<file path="config.mk">
export PLATFORM = sky130hd
export DESIGN_NAME = alu_pipe_unit_flat
export DESIGN_NICKNAME = d
export VERILOG_FILES = /design/src/rtl/alu_pipe_if.sv /design/src/rtl/alu_pipe_unit.sv /design/src/flat_wrapper.sv
export SDC_FILE = /design/constraint.sdc
export NUM_CORES = 1
export LEC_CHECK = 0
export ABC_AREA = 1
export CORE_MARGIN = 1.5
export CORE_UTILIZATION = 45
export DETAILED_ROUTE_END_ITERATION = 6
export PLACE_DENSITY = 0.67
export SYNTH_ARGS = -nofsm -noshare
export SYNTH_HDL_FRONTEND = slang
export SYNTH_SLANG_ARGS = --single-unit
export TNS_END_PERCENT = 1
</file>
<file path="constraint.sdc">
create_clock -name clk -period 3 [get_ports clk]
set_input_delay 0.3 -clock clk [delete_from_list [all_inputs] [get_ports clk]]
set_output_delay 0.3 -clock clk [all_outputs]
set_load 0.01 [all_outputs]
</file>
<file path="src/rtl/alu_pipe_if.sv">
`default_nettype none
// ============================================================================
// Module   : alu_pipe_if
// Brief    : Request/response valid-ready channels for the pipelined ALU unit.
// Revision : 1.0
// ============================================================================
interface alu_pipe_if #(
  parameter int WIDTH = 16,
  parameter int TAG_W = 4
);
  logic             req_valid;
  logic             req_ready;
  logic [2:0]       req_op;
  logic [WIDTH-1:0] req_a;
  logic [WIDTH-1:0] req_b;
  logic [TAG_W-1:0] req_tag;

  logic             rsp_valid;
  logic             rsp_ready;
  logic [WIDTH-1:0] rsp_result;
  logic             rsp_c;
  logic             rsp_v;
  logic             rsp_z;
  logic             rsp_n;
  logic             rsp_err;
  logic [TAG_W-1:0] rsp_tag;

  modport master (
    output req_valid, req_op, req_a, req_b, req_tag, rsp_ready,
    input  req_ready, rsp_valid, rsp_result, rsp_c, rsp_v, rsp_z, rsp_n,
           rsp_err, rsp_tag
  );

  modport slave (
    input  req_valid, req_op, req_a, req_b, req_tag, rsp_ready,
    output req_ready, rsp_valid, rsp_result, rsp_c, rsp_v, rsp_z, rsp_n,
           rsp_err, rsp_tag
  );
endinterface
`default_nettype wire

</file>
<file path="src/rtl/alu_pipe_unit.sv">
`default_nettype none
// ============================================================================
// Module   : alu_pipe_unit
// Brief    : Two-stage handshaked 16-bit ALU (ADD/SUB/AND/OR/XOR/NOT) with flags.
// Revision : 1.0
// ============================================================================
module alu_pipe_unit #(
  parameter int WIDTH = 16,
  parameter int TAG_W = 4
) (
  input  logic       clk,
  input  logic       rst_n,
  alu_pipe_if.slave  bus,
  output logic       busy
);

  localparam int         c_MSB    = WIDTH - 1;
  localparam logic [2:0] c_OP_ADD = 3'd0;
  localparam logic [2:0] c_OP_SUB = 3'd1;
  localparam logic [2:0] c_OP_AND = 3'd2;
  localparam logic [2:0] c_OP_OR  = 3'd3;
  localparam logic [2:0] c_OP_XOR = 3'd4;
  localparam logic [2:0] c_OP_NOT = 3'd5;

  logic             r_s1_valid;
  logic [2:0]       r_s1_op;
  logic [WIDTH-1:0] r_s1_a;
  logic [WIDTH-1:0] r_s1_b;
  logic [TAG_W-1:0] r_s1_tag;

  logic             r_rsp_valid;
  logic [WIDTH-1:0] r_rsp_result;
  logic             r_rsp_c;
  logic             r_rsp_v;
  logic             r_rsp_z;
  logic             r_rsp_n;
  logic             r_rsp_err;
  logic [TAG_W-1:0] r_rsp_tag;

  logic             w_s2_adv;
  logic             w_req_fire;
  logic [WIDTH:0]   w_sum;
  logic [WIDTH:0]   w_diff;
  logic [WIDTH-1:0] w_res;
  logic             w_c;
  logic             w_v;
  logic             w_err;

  // Output register frees up whenever it is empty or being drained this cycle.
  assign w_s2_adv      = !r_rsp_valid || bus.rsp_ready;
  assign bus.req_ready = !r_s1_valid || w_s2_adv;
  assign w_req_fire    = bus.req_valid && bus.req_ready;

  always_ff @(posedge clk or negedge rst_n) begin
    if (!rst_n) begin
      r_s1_valid <= 1'b0;
      r_s1_op    <= '0;
      r_s1_a     <= '0;
      r_s1_b     <= '0;
      r_s1_tag   <= '0;
    end else if (w_req_fire) begin
      r_s1_valid <= 1'b1;
      r_s1_op    <= bus.req_op;
      r_s1_a     <= bus.req_a;
      r_s1_b     <= bus.req_b;
      r_s1_tag   <= bus.req_tag;
    end else if (w_s2_adv) begin
      r_s1_valid <= 1'b0;
    end
  end

  // The extra top bit of the difference is the unsigned borrow.
  assign w_sum  = {1'b0, r_s1_a} + {1'b0, r_s1_b};
  assign w_diff = {1'b0, r_s1_a} - {1'b0, r_s1_b};

  always_comb begin
    w_res = '0;
    w_c   = 1'b0;
    w_v   = 1'b0;
    w_err = 1'b0;
    case (r_s1_op)
      c_OP_ADD: begin
        w_res = w_sum[WIDTH-1:0];
        w_c   = w_sum[WIDTH];
        w_v   = (r_s1_a[c_MSB] == r_s1_b[c_MSB]) && (w_sum[c_MSB] != r_s1_a[c_MSB]);
      end
      c_OP_SUB: begin
        w_res = w_diff[WIDTH-1:0];
        w_c   = w_diff[WIDTH];
        w_v   = (r_s1_a[c_MSB] != r_s1_b[c_MSB]) && (w_diff[c_MSB] != r_s1_a[c_MSB]);
      end
      c_OP_AND: w_res = r_s1_a & r_s1_b;
      c_OP_OR:  w_res = r_s1_a | r_s1_b;
      c_OP_XOR: w_res = r_s1_a ^ r_s1_b;
      c_OP_NOT: w_res = ~r_s1_b;
      default:  w_err = 1'b1;
    endcase
  end

  always_ff @(posedge clk or negedge rst_n) begin
    if (!rst_n) begin
      r_rsp_valid  <= 1'b0;
      r_rsp_result <= '0;
      r_rsp_c      <= 1'b0;
      r_rsp_v      <= 1'b0;
      r_rsp_z      <= 1'b0;
      r_rsp_n      <= 1'b0;
      r_rsp_err    <= 1'b0;
      r_rsp_tag    <= '0;
    end else if (w_s2_adv) begin
      r_rsp_valid <= r_s1_valid;
      if (r_s1_valid) begin
        r_rsp_result <= w_res;
        r_rsp_c      <= w_c;
        r_rsp_v      <= w_v;
        r_rsp_z      <= (w_res == '0);
        r_rsp_n      <= w_res[c_MSB];
        r_rsp_err    <= w_err;
        r_rsp_tag    <= r_s1_tag;
      end
    end
  end

  assign bus.rsp_valid  = r_rsp_valid;
  assign bus.rsp_result = r_rsp_result;
  assign bus.rsp_c      = r_rsp_c;
  assign bus.rsp_v      = r_rsp_v;
  assign bus.rsp_z      = r_rsp_z;
  assign bus.rsp_n      = r_rsp_n;
  assign bus.rsp_err    = r_rsp_err;
  assign bus.rsp_tag    = r_rsp_tag;
  assign busy           = r_s1_valid || r_rsp_valid;

endmodule
`default_nettype wire

</file>
<file path="src/flat_wrapper.sv">
// flat-port wrapper written by rule: the top's interface ports become plain ports
module alu_pipe_unit_flat 
#(
  parameter int WIDTH = 16,
  parameter int TAG_W = 4
)
  (clk, rst_n, busy, bus_req_valid, bus_req_op, bus_req_a, bus_req_b, bus_req_tag, bus_rsp_ready, bus_req_ready, bus_rsp_valid, bus_rsp_result, bus_rsp_c, bus_rsp_v, bus_rsp_z, bus_rsp_n, bus_rsp_err, bus_rsp_tag);
  alu_pipe_if #(.WIDTH(WIDTH), .TAG_W(TAG_W)) bus_i ();
  input  logic clk;
  input  logic rst_n;
  output logic busy;
  input wire logic [$bits(bus_i.req_valid)-1:0] bus_req_valid;
  input wire logic [$bits(bus_i.req_op)-1:0] bus_req_op;
  input wire logic [$bits(bus_i.req_a)-1:0] bus_req_a;
  input wire logic [$bits(bus_i.req_b)-1:0] bus_req_b;
  input wire logic [$bits(bus_i.req_tag)-1:0] bus_req_tag;
  input wire logic [$bits(bus_i.rsp_ready)-1:0] bus_rsp_ready;
  output wire logic [$bits(bus_i.req_ready)-1:0] bus_req_ready;
  output wire logic [$bits(bus_i.rsp_valid)-1:0] bus_rsp_valid;
  output wire logic [$bits(bus_i.rsp_result)-1:0] bus_rsp_result;
  output wire logic [$bits(bus_i.rsp_c)-1:0] bus_rsp_c;
  output wire logic [$bits(bus_i.rsp_v)-1:0] bus_rsp_v;
  output wire logic [$bits(bus_i.rsp_z)-1:0] bus_rsp_z;
  output wire logic [$bits(bus_i.rsp_n)-1:0] bus_rsp_n;
  output wire logic [$bits(bus_i.rsp_err)-1:0] bus_rsp_err;
  output wire logic [$bits(bus_i.rsp_tag)-1:0] bus_rsp_tag;
  assign bus_i.req_valid = bus_req_valid;
  assign bus_i.req_op = bus_req_op;
  assign bus_i.req_a = bus_req_a;
  assign bus_i.req_b = bus_req_b;
  assign bus_i.req_tag = bus_req_tag;
  assign bus_i.rsp_ready = bus_rsp_ready;
  assign bus_req_ready = bus_i.req_ready;
  assign bus_rsp_valid = bus_i.rsp_valid;
  assign bus_rsp_result = bus_i.rsp_result;
  assign bus_rsp_c = bus_i.rsp_c;
  assign bus_rsp_v = bus_i.rsp_v;
  assign bus_rsp_z = bus_i.rsp_z;
  assign bus_rsp_n = bus_i.rsp_n;
  assign bus_rsp_err = bus_i.rsp_err;
  assign bus_rsp_tag = bus_i.rsp_tag;
  alu_pipe_unit #(.WIDTH(WIDTH), .TAG_W(TAG_W)) u_core (.clk(clk), .rst_n(rst_n), .bus(bus_i), .busy(busy));
endmodule
</file>
==> run metrics <==
status finished clean; Root Driver clkbuf_16; Critical Path Start u_core.r_s1_b[0]$_DFFE_PN0P_; Total Routing Usage GR 0.264; first-pass GRT wire length 26,100 um; Final Max Slew Viols 0; TritonCTS clock tree yes; PD cells 682 nW/um2; Synth Area in Simple Gates 0.340; gr ovfl total 0; filler cell count 1,176; ANT nets after route 0; register bit total from synthesis 65; Least-Margin Pin Slew 862 ps; CTS sink count 65; unrepaired setup endpoints after global routing false; worst min path class in2async; average size of a mapped cell 6.48 um2; Final min period 2520 ps; setup_tns 0 ps; critical path class reg2reg; Post-Synthesis Cells 839; synth top area cells dfrtp_1, nand2_1, ha_1; Hold Vio Cnt, Final 0; Net Count, Synth 934; vias per cell 5.21; Lkg Pwr 3.45 nW; CTS Buf Count 9; CP max stage delay 550 ps; Die Y 113 um; Iter 0 DRT Violations 423; Fmax 398 MHz; Hold Worst Slack 143 ps; largest area contributor in the netlist dfrtp_1; Hold Buf Count CTS 0; post-cts sizing count 0; port bufs 70; Worst-Skew Late Latency 350 ps; Post-Synth XOR/XNOR Area 0.00322; hpwl dp 12,500 um; share of cells above drive strength 1 0.0511; CP Capture Type register; worst relative slew slack 0.425; TritonRoute pass-1 iters 7; power consumption 4.43 mW; via count 5,437; multiplexer area fraction after synthesis 0; Clock Skew 10.9 ps; max-cap violations 0; vias in the first global route 5,083; most frequent cells in the layout nand2_1, inv_1, nor2_1; final WL 16,100 um; WL/cell 15.5 um; Final Cycle Share 0.839; Nets 991; worst vdd ir 0.282 mV; Synth Cell Area 5430 um2; Synth top area share 0.299; worst path cell trace ha_1 -> fa_1 -> xnor2_1 -> o21ai_0 -> nor2_1 -> nand2_1 -> nor3_2 -> nand3_1 -> nor2_1 -> nand2_1 -> nand2_1; main combinational cell family by area after synthesis simple AND/OR/NAND/NOR gates; critical path launch point type register; post-synthesis compound-gate area fraction 0.108; Die Wd 113 um; gpl congestion 0.927; Yosys cell types 30; most used cell, CP nand2_1; register area share after synthesis 0.299; Crit path required time 3280 ps; Antenna diodes 0; site row count 39; Synth Area in Adders 0.123; initial antenna violation count 0; CP Data Arrival Time 2790 ps; # setup viols final 0; Max H-tree Level 3; Clock transition at path regs 60 ps; CP max FO 5; most common cell after layout, fill and taps aside nand2_1; Setup Buffers After CTS 0; full die area 12,700 um2; worst r2r src u_core.r_s1_b[0]$_DFFE_PN0P_; Area Growth Syn to Fin 19.7%; Warnings, synthesis 0; clk buf depth 2; CP max-delay cell fa_1; Initial Util 0.468; drc violations 0; # IOs 71; Core Box Area 11,600 um2; largest net degree at the start of global routing 66
[logic make-up after synthesis]
logic type,count (synthesis)
adder cells (fa/ha/maj),52
AND/OR/NAND/NOR,441
buffers and inverters,169
XOR/XNOR,2
AO/OA/AOI/OAI,110
flip-flops,65
[per-stage QoR]
| stage | area (um2) | util | instances | setup slack, ps |
|---|---|---|---|---|
| floorplan | 5430 | - | 839 | 951 |
| global placement | 6210 | 0.534 | 1028 | 488 |
| detailed placement | 6210 | 0.534 | 1028 | 516 |
| CTS | 6500 | 0.560 | 1044 | 507 |
| global route | 6500 | 0.560 | 1044 | 251 |
| finish | 6500 | 0.560 | 1044 | 484 |
[synth_stat cells (all sizes together)]
cell type / number
nor3: 4
a31oi: 1
nand3: 79
and2: 3
o21ai: 25
nand4: 11
inv: 137
nor2: 119
o21bai: 1
xnor2: 1
buf: 21
o22ai: 22
a41oi: 1
dfrtp: 65
or2: 1
clkbuf: 11
fa: 2
xor2: 1
ha: 50
a21oi: 60
nand2: 224
[area by class of cell]
| class | instances | area (um2) | area share |
|---|---|---|---|
| clock buffer | 10 | 229 | 0.0352 |
| clock inverter | 6 | 66.3 | 0.0102 |
| inverter | 137 | 514 | 0.0791 |
| multi-input combinational | 605 | 3120 | 0.480 |
| sequential | 65 | 1630 | 0.250 |
| tap | 143 | 179 | 0.0275 |
| timing repair buffer | 78 | 768 | 0.118 |
[registers in the layout (all words and copies together) (netlist names)]
name	cells
u_core.bus.rsp_c	1
u_core.bus.rsp_err	1
u_core.bus.rsp_n	1
u_core.bus.rsp_result	15
u_core.bus.rsp_tag	4
u_core.bus.rsp_v	1
u_core.bus.rsp_valid	1
u_core.bus.rsp_z	1
u_core.r_s1_a	16
u_core.r_s1_b	16
u_core.r_s1_op	3
u_core.r_s1_tag	4
u_core.r_s1_valid	1
[power by group]
part | switching (mW) | total, mW | internal [mW]
Clock | 0.417 | 1.06 | 0.644
Sequential | 0.143 | 1.21 | 1.07
Combinational | 1.35 | 2.16 | 0.810
Total | 1.91 | 4.43 | 2.52
[worst max-delay path: cells and delay by family, from the launching register on]
family	cells	cell delay, ps
AND/OR/NAND/NOR	7	900
XOR/XNOR	1	180
flip-flops	1	400
AO/OA/AOI/OAI	1	90
adder cells (fa/ha/maj)	2	880
[worst paths after layout]
kind                                                   endpoint  depth (start not counted)  slack, ps
setup / recovery                   u_core.bus.rsp_z$_DFFE_PN0P_                         11        480
hold / removal                    u_core.r_s1_b[14]$_DFFE_PN0P_                          2        140
setup reg to reg                   u_core.bus.rsp_z$_DFFE_PN0P_                         11        480
hold reg to reg            u_core.bus.rsp_result[8]$_DFFE_PN0P_                          2        480
max in group asynchronous          u_core.r_s1_b[3]$_DFFE_PN0P_                          2       2310
min in group clk           u_core.bus.rsp_result[8]$_DFFE_PN0P_                          2        480
[per-layer routing]
metal / track usage / wire, um
met1: 0.370 / 7750
met4: 0.0875 / 259
met2: 0.414 / 7150
met5: 0 / 0
met3: 0.0461 / 989
Note: power is estimated with default switching activity, not from simulation.
